## src/rtl/pipeline_hazard_ctrl.sv

```systemverilog
// ============================================================================
// Module   : pipeline_hazard_ctrl (with package RISCV_PKG)
// Brief    : Five-stage pipeline hazard controller: load-use stall, taken
//            branch flush, data-memory wait freeze with sticky timeout flag.
//            Optional macro HAZARD_PERF_CNT_EN adds 32-bit event counters.
// Revision : 1.0 - initial release
// ============================================================================
`default_nettype none

package RISCV_PKG;
   localparam int ADDRESS_PORT_WIDTH = 5;
endpackage

module pipeline_hazard_ctrl
   import RISCV_PKG::*;
#(
   parameter int MEM_TIMEOUT = 255
) (
   input  logic                          clk,
   input  logic                          rst,
   input  logic                          id_ex_mem_read,
   input  logic [ADDRESS_PORT_WIDTH-1:0] id_ex_rd,
   input  logic [ADDRESS_PORT_WIDTH-1:0] if_id_rs1,
   input  logic [ADDRESS_PORT_WIDTH-1:0] if_id_rs2,
   input  logic                          if_id_rs1_used,
   input  logic                          if_id_rs2_used,
   input  logic                          ex_branch_taken,
   input  logic                          dmem_req,
   input  logic                          dmem_ready,
   output logic                          pc_write_en,
   output logic                          if_id_write_en,
   output logic                          id_ex_write_en,
   output logic                          ex_mem_write_en,
   output logic                          if_id_flush,
   output logic                          id_ex_bubble,
   output logic                          mem_wb_bubble,
   output logic                          mem_timeout_err
`ifdef HAZARD_PERF_CNT_EN
   ,
   output logic [31:0]                   load_stall_cnt,
   output logic [31:0]                   flush_cnt,
   output logic [31:0]                   mem_wait_cnt
`endif
);

   localparam logic [15:0] TIMEOUT_C = 16'(MEM_TIMEOUT);

   typedef enum logic [0:0] {
      ST_RUN      = 1'b0,
      ST_MEM_WAIT = 1'b1
   } state_t;

   state_t      state_q, state_d;
   logic [15:0] wait_cnt_q, wait_cnt_d;
   logic        mem_timeout_err_q, mem_timeout_err_d;

   logic freeze;
   logic load_use;
   logic branch_sel;
   logic load_use_sel;

   always_comb begin
      freeze = ((state_q == ST_RUN) && dmem_req && !dmem_ready) ||
               ((state_q == ST_MEM_WAIT) && !dmem_ready);
      load_use = id_ex_mem_read && (id_ex_rd != '0) &&
                 ((if_id_rs1_used && (if_id_rs1 == id_ex_rd)) ||
                  (if_id_rs2_used && (if_id_rs2 == id_ex_rd)));
      branch_sel   = !rst && !freeze && ex_branch_taken;
      load_use_sel = !rst && !freeze && !ex_branch_taken && load_use;
   end

   // Priority: reset, freeze, taken branch, load-use, normal.
   always_comb begin
      pc_write_en     = 1'b1;
      if_id_write_en  = 1'b1;
      id_ex_write_en  = 1'b1;
      ex_mem_write_en = 1'b1;
      if_id_flush     = 1'b0;
      id_ex_bubble    = 1'b0;
      mem_wb_bubble   = 1'b0;
      if (rst) begin
         pc_write_en     = 1'b0;
         if_id_write_en  = 1'b0;
         id_ex_write_en  = 1'b0;
         ex_mem_write_en = 1'b0;
         if_id_flush     = 1'b1;
         id_ex_bubble    = 1'b1;
         mem_wb_bubble   = 1'b1;
      end else if (freeze) begin
         pc_write_en     = 1'b0;
         if_id_write_en  = 1'b0;
         id_ex_write_en  = 1'b0;
         ex_mem_write_en = 1'b0;
         mem_wb_bubble   = 1'b1;
      end else if (ex_branch_taken) begin
         if_id_flush  = 1'b1;
         id_ex_bubble = 1'b1;
      end else if (load_use) begin
         pc_write_en    = 1'b0;
         if_id_write_en = 1'b0;
         id_ex_bubble   = 1'b1;
      end
   end

   always_comb begin
      state_d           = state_q;
      wait_cnt_d        = wait_cnt_q;
      mem_timeout_err_d = mem_timeout_err_q | (wait_cnt_q == TIMEOUT_C);
      case (state_q)
         ST_RUN: begin
            if (dmem_req && !dmem_ready) begin
               state_d    = ST_MEM_WAIT;
               wait_cnt_d = '0;
            end
         end
         ST_MEM_WAIT: begin
            if (dmem_ready) begin
               state_d = ST_RUN;
            end else if (wait_cnt_q < TIMEOUT_C) begin
               wait_cnt_d = wait_cnt_q + 16'd1;
            end
         end
         default: state_d = ST_RUN;
      endcase
   end

   always_ff @(posedge clk) begin
      if (rst) begin
         state_q           <= ST_RUN;
         wait_cnt_q        <= '0;
         mem_timeout_err_q <= 1'b0;
      end else begin
         state_q           <= state_d;
         wait_cnt_q        <= wait_cnt_d;
         mem_timeout_err_q <= mem_timeout_err_d;
      end
   end

   assign mem_timeout_err = mem_timeout_err_q;

`ifdef HAZARD_PERF_CNT_EN
   logic [31:0] load_stall_cnt_q, load_stall_cnt_d;
   logic [31:0] flush_cnt_q, flush_cnt_d;
   logic [31:0] mem_wait_cnt_q, mem_wait_cnt_d;

   always_comb begin
      load_stall_cnt_d = load_stall_cnt_q + {31'd0, load_use_sel};
      flush_cnt_d      = flush_cnt_q + {31'd0, branch_sel};
      mem_wait_cnt_d   = mem_wait_cnt_q + {31'd0, freeze};
   end

   always_ff @(posedge clk) begin
      if (rst) begin
         load_stall_cnt_q <= '0;
         flush_cnt_q      <= '0;
         mem_wait_cnt_q   <= '0;
      end else begin
         load_stall_cnt_q <= load_stall_cnt_d;
         flush_cnt_q      <= flush_cnt_d;
         mem_wait_cnt_q   <= mem_wait_cnt_d;
      end
   end

   assign load_stall_cnt = load_stall_cnt_q;
   assign flush_cnt      = flush_cnt_q;
   assign mem_wait_cnt   = mem_wait_cnt_q;
`else
   logic unused_sel;
   assign unused_sel = branch_sel ^ load_use_sel;
`endif

endmodule

`default_nettype wire

```

## config.mk

```make
export PLATFORM = sky130hd
export DESIGN_NAME = pipeline_hazard_ctrl
export DESIGN_NICKNAME = d
export VERILOG_FILES = /design/src/rtl/pipeline_hazard_ctrl.sv
export SDC_FILE = /design/constraint.sdc
export NUM_CORES = 1
export LEC_CHECK = 0
export ABC_AREA = 0
export BUFFER_PORTS_ARGS = -buffer_cell sky130_fd_sc_hd__buf_4
export CORE_MARGIN = 1
export CORE_UTILIZATION = 40
export CTS_CLUSTER_SIZE = 28
export DETAILED_ROUTE_END_ITERATION = 12
export PLACE_DENSITY_LB_ADDON = 0.08
export SLEW_MARGIN = 20
export SYNTH_ARGS = -nofsm -noshare
export SYNTH_HDL_FRONTEND = slang
export SYNTH_SLANG_ARGS = --single-unit
```

## constraint.sdc

```tcl
create_clock -name clk -period 3.2 [get_ports clk]
set_clock_uncertainty 0.2 [all_clocks]
set_input_delay 0.16 -clock clk [delete_from_list [all_inputs] [get_ports clk]]
set_output_delay 0.16 -clock clk [all_outputs]
set_load 0.03 [all_outputs]
```

==> flow_metrics.py <==
metrics = {
    "route": {
        "ant_nets": 0,
        "wl_per_cell_microns": 12.0,
        "drt_iter0_markers": 11,
        "drc_errors": 0,
        "firstDrtPassIters": 4,
        "num_vias": 927,
        "wl_microns": 2080,
        "via_per_inst": 5.36,
    },
    "logic_synthesis": {
        "synth-edff-count": 0,
        "synthesis.area_sq_um": 995,
        "yosys_warnings": 0,
        "yosysSeqAreaShare_pct": 36.2,
        "synthArstFlopShare_pct": 0,
        "ys.flop_type": "dfxtp_1",
        "ys_types": 39,
        "synth.avg_cell_area_sq_um": 8.80,
        "syn-num-nets": 137,
        "synth_cells": 113,
        "ys_ff_latch": 18,
    },
    "cells_and_area": {
        "final_cell_mix": "32 x buf_4, 18 x dfxtp_1, 8 x xor2_1, 8 x and2_1, 7 x nor2_1",
        "multi_input_area_sq_um": 586,
        "antennaDiodeCount": 0,
        "fin_area_sq_um": 1280,
        "drive_gt1_share_pct": 27.6,
        "syn_to_final_growth_pct": 29.2,
        "fillCellCount": 186,
        "seq_area_sq_um": 360,
        "fin_nets": 171,
        "final_common_cell": "buf_4",
    },
    "pwr": {
        "swShare_pct": 25.6,
        "combPwrFrac_pct": 19.8,
        "p_leak_nw": 0.530,
        "p_clk_share_pct": 25.7,
        "seq_power_share_pct": 54.5,
        "ir_worst_vdd_v": 0.000210,
        "intPower_uw": 310,
        "power.total_uw": 417,
        "switching_power_uw": 107,
        "powerDensity_nw_per_um2": 325,
    },
    "worst_hold_path": {
        "hold_path_end": "wait_cnt_q[15]",
        "worst_hold_path_type": "reg -> reg",
        "worstHoldStart": "wait_cnt_q[15]",
        "holdPathStages": 1,
    },
    "cts": {
        "clk_pin_slew_ns": 0.09,
        "insertion_delay_ns": 0.28,
        "cts_buffers": 3,
        "cts_hold_buf": 3,
        "clock_sinks": 18,
        "root_buffer": "clkbuf_4",
        "postCtsResizedCells": 0,
        "post_cts_buffers": 0,
        "tritoncts": "yes",
        "cts_buffer_depth": 2,
        "htreeDepth": 1,
    },
    "sta": {
        "slew_headroom_pct": 68.6,
        "hold_viol_final": 0,
        "fin_crit_sh_pct": 74.1,
        "fin_hold_ws_ns": 0.267,
        "worst_pin_slew_ns": 0.464,
        "final_max_slew_viol_count": 0,
        "rsz0062_at_grt": "false",
        "setup_tns_ns": 0,
        "finalSetupViolCount": 0,
        "fmax_mhz": 422,
        "fin_crit_ns": 2.37,
    },
    "setup_path": {
        "rr_worst_depth": 4,
        "end_kind": "flip-flop",
        "reg2reg_from": "wait_cnt_q[12]",
        "worstSetupPathType": "reg -> reg",
        "r2r_setup_slack_ns": 0.83,
        "critPathRequiredTime_ns": 3.18,
        "cp-startpoint": "wait_cnt_q[12]",
        "reg2reg_to": "wait_cnt_q[5]",
        "critical_path.max_fanout": 12,
        "cp-start-kind": "flip-flop",
        "cp.arrival_ns": 2.35,
    },
    "flow_run": {
        "drv_cap": 0,
    },
    "floorplan": {
        "dieArea_sq_um": 2690,
        "die_h_microns": 51.9,
        "core_area_sq_um": 2280,
        "die_width_microns": 51.9,
        "ios": 31,
        "initial_utilization_pct": 43.7,
        "rows": 17,
    },
    "place": {
        "gp_congestion": 0.724,
        "port_buffers": 30,
        "hpwl_microns": 1590,
        "dpl_cell_area_sq_um": 1230,
    },
    "global_routing": {
        "antenna_found_initial": 0,
        "overflow": 0,
        "grt_max_degree": 16,
        "grt_pass1_wl_microns": 3710,
        "grt.total_usage_pct": 18.5,
        "grt_pass1_vias": 885,
    },
    "status": {
        "status": "finished, final reports clean",
    },
}
registers in the layout, summed over array words and instances (netlist names):
name / cells
wait_cnt_q: 16
state_q: 1
mem_timeout_err: 1
cell type report:
type / instances / share of cell area, %
Sequential cell: 18 / 28.0
Timing Repair Buffer: 35 / 21.0
Clock buffer: 3 / 1.75
Tap cell: 28 / 2.73
Inverter: 3 / 0.876
Multi-Input combinational cell: 86 / 45.6
power groups by stage:
stage                     clock network, mW  registers [mW]  logic (mW)
after floorplan                           0           0.231      0.0432
after detailed placement                  0           0.233      0.0798
final                                 0.107           0.227      0.0824
after global placement                    0           0.233      0.0792
after CTS                             0.112           0.227      0.0829
after global routing                  0.122           0.228      0.0897
stage by stage:
step	worst slack, ns	instances	util [%]
after global placement	0.862	167	54.2
final	0.829	173	56.5
after floorplan	0.841	113	-
after detailed placement	0.840	167	54.2
after global routing	0.725	173	56.5
after CTS	0.827	173	56.5
routing by layer:
layer | vias to the layer above | GRT usage (%) | share of wire, %
met2 | 37 | 32.3 | 45
met3 | 6 | 4.09 | 7.0
met5 | - | 0 | 0
met4 | 0 | 6.76 | 1.5
li1 | 474 | - | -
met1 | 410 | 21.8 | 46
cells in the mapped netlist, types with 4 or more instances:
cell | count | share of area, %
nor2b_1 | 6 | 3.8
o21ai_0 | 6 | 3.0
nand3_1 | 4 | 2.0
nor2_1 | 7 | 2.6
a21oi_1 | 6 | 3.0
xor2_1 | 8 | 7.0
and2_1 | 8 | 5.0
dfxtp_1 | 18 | 36
logic make-up (layout without fill, tap and decap cells):
group	count (synthesis)	count (layout)	share of synthesized area, %
fa+ha+maj	1	1	1.26
flops	18	18	36.2
xor+xnor	10	10	8.81
compound gates	24	24	16.0
simple gates	51	51	32.8
buf+inv	9	41	4.90
worst max-delay path by stage:
stage | to | slack (ns) | depth (start not counted)
2_1_floorplan | pc_write_en | 0.84 | 6
3_3_place_gp | wait_cnt_q[7] | 0.86 | 4
3_5_place_dp | wait_cnt_q[5] | 0.84 | 4
4_1_cts | wait_cnt_q[5] | 0.83 | 4
5_1_grt | wait_cnt_q[5] | 0.73 | 4
6_report | wait_cnt_q[5] | 0.83 | 4
critical path: stages (launching register included):
cell and delay (ns):
dfxtp_1 0.32, or4_4 0.54, or4b_4 0.61, o21a_1 0.26
a221o_1 0.34
Power figures use the tool's default switching activity.
